===== src/rtl/instr_fetch.sv =====
// Instruction fetch front end: issues imem reads and presents instr/opcode/pc to decode.
// Latency: read issued the cycle after a pc update, word registered at the output one cycle later.
// Backpressure: stall holds the output; a 1-entry skid absorbs the in-flight word, and issue stops at occupancy 2.
module instr_fetch #(
    parameter int PC_W     = 16,
    parameter int INSTR_W  = 32,
    parameter int OPC_MSB  = 31,
    parameter int RESET_PC = 0
) (
    input  logic               clk,
    input  logic               rst_n,
    output logic               imem_rd_en,
    output logic [PC_W-1:0]    imem_addr,
    input  logic [INSTR_W-1:0] imem_rdata,
    input  logic               imem_wr_busy,
    input  logic               redirect,
    input  logic [PC_W-1:0]    redirect_pc,
    input  logic               stall,
    output logic               instr_valid,
    output logic [INSTR_W-1:0] instr,
    output logic [11:0]        opcode,
    output logic [PC_W-1:0]    instr_pc
);

    typedef enum logic {BOOT, RUN} state_t;

    state_t             state, state_nxt;
    logic [PC_W-1:0]    pc;
    logic [PC_W-1:0]    rd_pc;
    logic               inflight;
    logic               skid_valid;
    logic [INSTR_W-1:0] skid_instr;
    logic [PC_W-1:0]    skid_pc;

    logic               pop;
    logic               issue;
    logic [1:0]         occ;

    always_comb begin
        state_nxt = state;
        pop       = instr_valid & ~stall;
        occ       = {1'b0, instr_valid} + {1'b0, skid_valid} + {1'b0, inflight};
        issue     = 1'b0;
        if (state == BOOT) begin
            state_nxt = RUN;
        end else begin
            // occ - pop <= 1, rearranged to avoid unsigned underflow
            issue = ~redirect & ~imem_wr_busy & (occ <= (2'd1 + {1'b0, pop}));
        end
    end

    assign imem_rd_en = issue;
    assign imem_addr  = pc;

    always_ff @(posedge clk or negedge rst_n) begin
        if (!rst_n) begin
            state       <= BOOT;
            pc          <= PC_W'(RESET_PC);
            rd_pc       <= '0;
            inflight    <= 1'b0;
            skid_valid  <= 1'b0;
            skid_instr  <= '0;
            skid_pc     <= '0;
            instr_valid <= 1'b0;
            instr       <= '0;
            opcode      <= '0;
            instr_pc    <= '0;
        end else begin
            state    <= state_nxt;
            inflight <= issue;
            if (issue) begin
                pc    <= pc + {{(PC_W-1){1'b0}}, 1'b1};
                rd_pc <= pc;
            end
            if (redirect) begin
                // issue is already suppressed, so inflight clears and the stale word is ignored
                pc          <= redirect_pc;
                instr_valid <= 1'b0;
                skid_valid  <= 1'b0;
            end else if (pop && skid_valid) begin
                instr       <= skid_instr;
                opcode      <= skid_instr[OPC_MSB -: 12];
                instr_pc    <= skid_pc;
                instr_valid <= 1'b1;
                if (inflight) begin
                    skid_instr <= imem_rdata;
                    skid_pc    <= rd_pc;
                end else begin
                    skid_valid <= 1'b0;
                end
            end else if (inflight) begin
                if (!skid_valid && (!instr_valid || pop)) begin
                    instr       <= imem_rdata;
                    opcode      <= imem_rdata[OPC_MSB -: 12];
                    instr_pc    <= rd_pc;
                    instr_valid <= 1'b1;
                end else begin
                    skid_instr <= imem_rdata;
                    skid_pc    <= rd_pc;
                    skid_valid <= 1'b1;
                end
            end else if (pop) begin
                instr_valid <= 1'b0;
            end
        end
    end

endmodule


===== config.mk =====
export PLATFORM = sky130hd
export DESIGN_NAME = instr_fetch
export DESIGN_NICKNAME = d
export VERILOG_FILES = /design/src/rtl/instr_fetch.sv
export SDC_FILE = /design/constraint.sdc
export NUM_CORES = 1
export LEC_CHECK = 0
export CORE_UTILIZATION = 65
export DETAILED_ROUTE_END_ITERATION = 12
export DONT_BUFFER_PORTS = 1
export PLACE_DENSITY = 0.81
export SLEW_MARGIN = 20
export SYNTH_ARGS = -nofsm -noshare
export SYNTH_HDL_FRONTEND = slang
export SYNTH_SLANG_ARGS = --single-unit

===== constraint.sdc =====
create_clock -name clk -period 3.96 [get_ports clk]
set_input_delay 0.792 -clock clk [delete_from_list [all_inputs] [get_ports clk]]
set_output_delay 0.792 -clock clk [all_outputs]
set_load 0.01 [all_outputs]

# == Yosys cells after proc, flatten, opt, wreduce, memory -nomap -nowiden ==
# Index checks and enable logic that the tools add are counted.
# totals
register_bits,144
elab_cells,70
# op_classes
n_addsub,4
magnitude_cmp,1
eq_ne,4
muxes,30
n_bitwise,6
n_reduce_logical,14
# ops
operator,count
$mux W32,7
$mux W16,9
$mux W12,3
$add A16 B1 Y16 const B,1
$mux W1,11
$reduce_and A3 Y1,3
$ne A3 B3 Y1 const B,2
$reduce_bool A2 Y1,3
$ne A4 B2 Y1 const B,1
$reduce_bool A4 Y1,1
$and A1 B1 Y1,3
$not A1 Y1,3
$reduce_bool A3 Y1,1
$add A1 B1 Y2,1
$add A1 B1 Y2 const A,1
$add A2 B1 Y2,1
$le A2 B2 Y1,1
$logic_and A1 B1 Y1,2
$logic_not A1 Y1,2
$ne A2 B2 Y1 const B,1
$reduce_and A2 Y1,1
$logic_or A1 B1 Y1,1

# == Depth between registers and ports, before layout ==
# Gate-level depths: netlist of the first run.
# depth
ltp_word,8
depth_mapped,10
ltp_nobuf,8

# == Least setup slack after synthesis of the first run ==
# No wires, ideal clock.
# synth_path
kind,input to output
from,in stall
to,out imem_rd_en
arrival_time_ns,2.253
t_required_ns,3.168
slack_ns,0.915
cell_stages,7
path_cell_list,nand2b_1 ha_1 nor2b_1 o21a_1 buf_2 nor3_4 buf_4
# synth_between
elab_chain_cells,6
# synth_rtl
element,line_no,text
start: declaration,18,"input logic stall,"
$not A1 Y1,41,pop = instr_valid & ~stall;
$and A1 B1 Y1,41,
$add A1 B1 Y2,48,"issue = ~redirect & ~imem_wr_busy & (occ <= (2'd1 + {1'b0, pop}));"
$le A2 B2 Y1,48,
$and A1 B1 Y1,48,
$mux W1,44,if (state == BOOT) begin
end: declaration,12,"output logic imem_rd_en,"
# No other way between the ends.

# == Worst setup path after layout of the first run ==
# layout_path
from,reg instr_valid
to,out imem_rd_en
# layout_between
elab_chain_cells,5
# layout_rtl
element,line_no,text
start: declaration,19,"output logic instr_valid,"
start signal: assignment,64,instr_valid <= 1'b0;
start signal: assignment,78,instr_valid <= 1'b0;
start signal: assignment,84,instr_valid <= 1'b1;
$add A1 B1 Y2 or $and A1 B1 Y1 (tied branches),"42, 41",
$add A2 B1 Y2 or $add A1 B1 Y2 (tied branches),"42, 48",
$le A2 B2 Y1 *,48,
$and A1 B1 Y1 *,48,
$mux W1 *,44,
# Every way passes the cells marked *; elsewhere a longest branch is shown, timed or not.

==> results of run 1 <==
-- synthesized netlist by cell type, drive strengths merged, types with 3 or more instances --
master	instances	area (µm²)
o31ai	4	30.0
mux2	64	721
or4	5	38.8
nand2	67	251
nand3	12	65.1
ha	3	37.5
or2	4	25.0
nor3	3	26.3
a31oi	8	50.1
o21ai	53	265
o311ai	7	61.3
nor2b	3	26.3
mux2i	48	480
inv	10	37.5
nor2	16	60.1
nand4	9	62.6
dfrtp	132	3300
clkbuf	17	63.8
buf	26	169
-- logic make-up after synthesis --
family / count (synthesis) / share of synthesized area (%)
compound gates: 80 / 7.94
fa+ha+maj: 4 / 0.969
buf+inv: 53 / 4.55
flops: 132 / 55.6
mux: 112 / 20.2
other cells: 1 / 0.0631
simple gates: 130 / 10.7
-- registers in the layout, indices dropped and copies added, names as in the netlist --
| register | count |
|---|---|
| imem_addr | 16 |
| inflight | 1 |
| skid_valid | 1 |
| instr | 32 |
| skid_instr | 32 |
| skid_pc | 16 |
| instr_valid | 1 |
| instr_pc | 16 |
| state | 1 |
| rd_pc | 16 |
-- critical path, stage by stage (launching register included) --
cell	delay (ns)
dfrtp_1	0.48
inv_1	0.11
fa_1	0.42
inv_1	0.06
ha_1	0.23
nor2b_1	0.15
o21a_1	0.21
nor3_4	0.28
-- metal layers --
| layer | GRT usage (%) | vias to the layer above |
|---|---|---|
| met5 | 0 | - |
| met4 | 7.34 | 0 |
| met3 | 7.41 | 11 |
| met2 | 41.2 | 161 |
| met1 | 32.7 | 1881 |
| li1 | - | 1761 |
-- how the worst min path moves through the flow --
stage | cells after the start | endpoint | from | slack (ns)
after floorplan | 1 | skid_instr[31] | skid_instr[31] | 0.48
after global placement | 1 | skid_instr[0] | skid_instr[0] | 0.49
after detailed placement | 1 | skid_instr[10] | skid_instr[10] | 0.49
after CTS | 1 | instr[22] | rst_n | 0.30
after global routing | 1 | instr[25] | rst_n | 0.28
final | 1 | instr[22] | rst_n | 0.27
-- cells in the final DEF, fill, tap and decap left out, types with 4 or more instances in the layout --
cell	count
o311ai_0	6
o31ai_1	4
a31oi_1	8
nand2_1	67
clkbuf_16	16
mux2_2	64
clkbuf_8	4
nand3_1	11
mux2i_1	48
buf_4	4
inv_1	10
or2_2	4
nor2_1	15
clkinv_2	4
nand4_1	8
or4_1	4
dfrtp_1	132
o21ai_0	51
-- final cells by class --
class | count | area (µm²)
flip-flops and latches | 132 | 3300
multi-input cells | 327 | 2380
fillers | 583 | 2290
clock buffers | 23 | 467
well taps | 108 | 135
clock inverters | 9 | 103
repair buffers | 7 | 97.6
inverters | 10 | 37.5
-- stage by stage --
stage	total power, W	worst slack (ns)
floorplan	0.00213	0.915
global placement	0.00217	1.25
detailed placement	0.00221	1.19
CTS	0.00371	0.707
global route	0.00386	0.620
finish	0.00369	0.743
-- repair_timing --
action	in CTS	in global routing
gates resized for setup	0	0
hold buffers	1	0
hold endpoints to repair	132	0
-- where the power goes --
group          switching, W  internal (W)  total, W
Sequential         0.000295       0.00158   0.00188
Clock              0.000528      0.000942   0.00147
Combinational      0.000174      0.000163  0.000336
==> metrics, run 1 <==
Mapped Cells=approximately 510; Final Critical Period=between 3 and 4 ns; Detailed Routing Iterations Pass 1=9; Async SR Flop Fraction=100%; Final Cycle Share=81.2%; Detailed Route Iter0 Violations=about 170; hold_ws=about 0.27 ns; htree depth=4; Peak supply drop=slightly below 0.3 mV; Final Setup Violations=0; Ant. Diodes=0; Worst-Margin Slew=between 0.8 and 0.9 ns; placed cell count=583; static leakage=between 3 and 4 nW; Setup crit start kind=flip-flop; synthesized cell area=between 5000 and 6000 µm²; Crit Path Max Fanout=7; Seq cells post-synth=approximately 130; grt ovf=0; CTS root buffer=clkbuf_8; Routability Congestion=around 0.85; CTS tree=done; postcts setup bufs=0; failing checks=design-rule violations; WP data required=between 3 and 4 ns; design area=between 6000 and 7000 µm²; starting density of the core=between 60% and 70%; slew margin rel.=46.1%; setup TNS=0 ns; Seq/Total Area, Yosys=around 56%; cts bufs inserted=17; Hold Crit Class=input port to async pin; standard-cell row count=34; final WL=roughly 11000 µm; met3 wire len=912 µm; syn_nets=around 570; Longest Clk Path Bufs=2; core area=just under 9000 µm²; DR top layer=met4; average footprint of a synthesized cell=between 10 and 15 µm²; reg-to-reg startpoint=instr_valid; DRC viols=24; Die H=97.6 µm; NumNets Final=~550; Die Width=~98 µm; Clock transition at path regs=0.06 ns; clock latency on the worst-skew pair=~0.48 ns; CP Capture Point=imem_rd_en; post-DP HPWL=7170 µm; vias per inst=around 6.2; largest net degree at the start of global routing=about 130; wire length on met2=5620 µm; Worst EP arrival=about 2.4 ns; Finished Core Util=~74%; initial antenna violation count=0; ratio of cells with drive above 1 in the final layout=roughly 22%; global-route wire length before repair=around 19000 µm; Worst R2R End=imem_addr[7]; CTS sink count=roughly 130; Crit. Startpoint=instr_valid; status=complete, but fails checks; synth-to-layout area growth=9.73%; maximum clock rate=0.311 GHz; Final Skew=approximately 0.0075 ns; Final Slew Violations=0; flop2flop setup slack=around 1.2 ns; max-capacitance violation count=0; Buffers on Ports=0; Crit. End Element=output port; pwr dens=approximately 570 nW/µm²; antenna-violating nets left=0; Die ar.=roughly 9500 µm²; IO Pins=131; number of synthesis warnings=0; non-filler cells, final=between 600 and 700; total track usage=around a quarter; Worst R2R Path Depth=9; metal1 wirelength=between 4000 and 5000 µm; Post-synth top flop=dfrtp_1; dpl cell area=~5900 µm²; via count=3814; drt wl/cell=~18 µm; final hold vios=0; RSZ-0062 raised after global routing=no; Setup CP Type=flip-flop to output port; vias in the first global route=roughly 3800; number of distinct library cells after synthesis=43; EDFF count, synth=0
Power figures use the tool's default switching activity.
==> inputs of run 2 (changes only) <==
CORE_UTILIZATION = 57   (was 65)
PLACE_DENSITY = 0.75   (was 0.81)
clock period = 2.9 ns   (was 3.96 ns; I/O delays follow)
==> metrics, run 2 (same netlist as run 1, synthesis figures left out) <==
status=complete, but fails checks; failing checks=negative hold slack, negative setup slack; Peak supply drop=0.424 mV (+44%); via count=3854 (+1.0%); clock power share=41.1% (+1.2 points); CTS root buffer=clkbuf_8; Final Slew Violations=0 (unchanged); placed cell count=611 (+4.8%); Worst-Margin Slew=0.738 ns (-0.0696 ns); commonest non-fill, non-tap cells in the layout=dfrtp_1, nand2_1, mux2_2, o21ai_0, mux2i_1; post-DP HPWL=7630 µm (+6.3%); CTS tree=done; DR top layer=met4; setup TNS=-0.00665 ns (-0.00665 ns); pwr dens=766 nW/µm² (+35%); Ant. Diodes=0 (unchanged); Setup CP Type=flip-flop to output port; final hold vios=132 (+132); Largest regs=instr: 32 flops, skid_instr: 32 flops; wire length on met2=6080 µm (+8.2%); slew margin rel.=50.8% (+4.6 points); core area=9950 µm² (+13%); starting density of the core=59.7% (-7.8 points); synth-to-layout area growth=11.4%; slowest stage cell, crit path=nor3_4; Die ar.=10800 µm² (+14%); htree depth=4 (unchanged); Finished Core Util=66.5% (-7.5 points); Crit. End Element=output port; maximum clock rate=around 0.34 GHz; Setup crit start kind=flip-flop; Longest Clk Path Bufs=2 (unchanged); flop2flop setup slack=0.27 ns (-0.92 ns); vias per inst=5.95 (-3.9%); drt wl/cell=18.2 µm (-0.62%); Crit Path Max Fanout=8 (+1); static leakage=3.34 nW (+1.2%); worst slack, placed=0.271 ns (-0.917 ns); Die H=104 µm (+6.6%); Sw Pwr=0.00133 W (+34%); CTS sink count=132 (unchanged); Detailed Route Iter0 Violations=214 (+23%); Filler Cell Count=736 (+26%); Buffers on Ports=0 (unchanged); Largest stage delay, worst path=0.43 ns (-0.05 ns); met3 wire len=920 µm (+0.88%); WP data required=2.32 ns (-0.85 ns); NumNets Final=559 (+1.3%); IO Pins=131 (unchanged); Hold Crit Class=input port to async pin; Clock transition at path regs=0.06 ns (about the same); sequential power share=50.6% (-0.4 points); Final Cycle Share=100%; switch share=26.3% (-0.76 points); metal1 wirelength=4620 µm (+0.20%); CP cell instances=inv_2, fa_2, inv_2, ha_4, nor2b_4, o21a_1, nor3_4; antenna-violating nets left=0 (unchanged); cts bufs inserted=17 (unchanged); Int Power=0.00374 W (+39%); grt ovf=0 (unchanged); most used cell, CP=inv_2; largest net degree at the start of global routing=133 (unchanged); RSZ-0062 raised after global routing=yes; Detailed Routing Iterations Pass 1=4 (-5); max-capacitance violation count=0 (unchanged); Final Skew=0.0103 ns (+0.00278 ns); final WL=11800 µm (+4.5%); Final Setup Violations=1 (+1); most common cell after layout, fill and taps aside=dfrtp_1; Worst R2R Path Depth=10 (+1); global-route wire length before repair=19900 µm (+4.6%); Worst EP arrival=2.33 ns (-0.10 ns); final setup margin=-0.00665 ns (-0.749 ns); Combinational Power Share=8.4% (-0.7 points); ratio of cells with drive above 1 in the final layout=24.7% (+2.6 points); Final Critical Period=about 2.9 ns; DRC viols=0 (-100%); Routability Congestion=0.823 (-3.2%); initial antenna violation count=0 (unchanged); vias in the first global route=3903 (+2.1%); non-filler cells, final=648 (+5.2%); clock latency on the worst-skew pair=0.51 ns (+0.03 ns); total track usage=23.5% (-1.7 points); standard-cell row count=36 (+5.9%); hold_ws=-0.235 ns (-0.509 ns); Die Width=104 µm (+6.6%)
-- run 2: per-stage QoR --
stage                     area, µm²  total power [W]
final                          6620          0.00507
after global routing           6620          0.00532
after CTS                      6600          0.00512
after detailed placement       5960          0.00302
after global placement         5960          0.00298
after floorplan                5940          0.00291
-- run 2: path summary, 6_finish.rpt --
check                                     from              to
worst max-delay path                skid_valid      imem_rd_en
worst max register to register      skid_valid    imem_addr[7]
max in group asynchronous                rst_n  skid_instr[20]
min in group clk                      redirect     instr_valid
worst min-delay path                     rst_n       instr[10]
worst min register to register  skid_instr[29]  skid_instr[29]
-- run 2: metal layers --
metal	vias up	track usage, %
met2	140	39.7
li1	1781	-
met3	12	8.90
met5	-	0
met4	0	8.27
met1	1921	27.5
-- run 2: what timing repair did --
action                                 CTS  global route
resized for setup                        9             1
setup endpoints to repair                1             1
pin swaps                                3             3
buffers inserted                         3             2
endpoints found under the hold margin  132           132
cloned                                   0             0
-- run 2: cell type report --
type / count / area (µm²) / share of cell area (%)
Inverter: 10 / 37.5 / 0.567
Tap cell: 133 / 166 / 2.51
Sequential cell: 132 / 3300 / 49.9
Timing Repair Buffer: 14 / 118 / 1.78
Clock inverter: 10 / 130 / 1.97
Clock buffer: 22 / 453 / 6.84
Multi-Input combinational cell: 327 / 2410 / 36.4
-- run 2: power groups by stage --
stage	sequential, W	clock [W]	combinational (W)
floorplan	0.00247	0	0.000437
CTS	0.00257	0.00212	0.000429
finish	0.00256	0.00208	0.000425
global route	0.00261	0.00221	0.000498
global placement	0.00259	0	0.000393
detailed placement	0.00260	0	0.000421
-- run 2: critical path, delay by kind of cell (launching register included) --
family,cells,cell delay [ns]
adders and majority gates,2,0.56
and+or+nand+nor,2,0.55
DFF,1,0.36
AOI/OAI and AO/OA,1,0.21
buffers and inverters,2,0.13
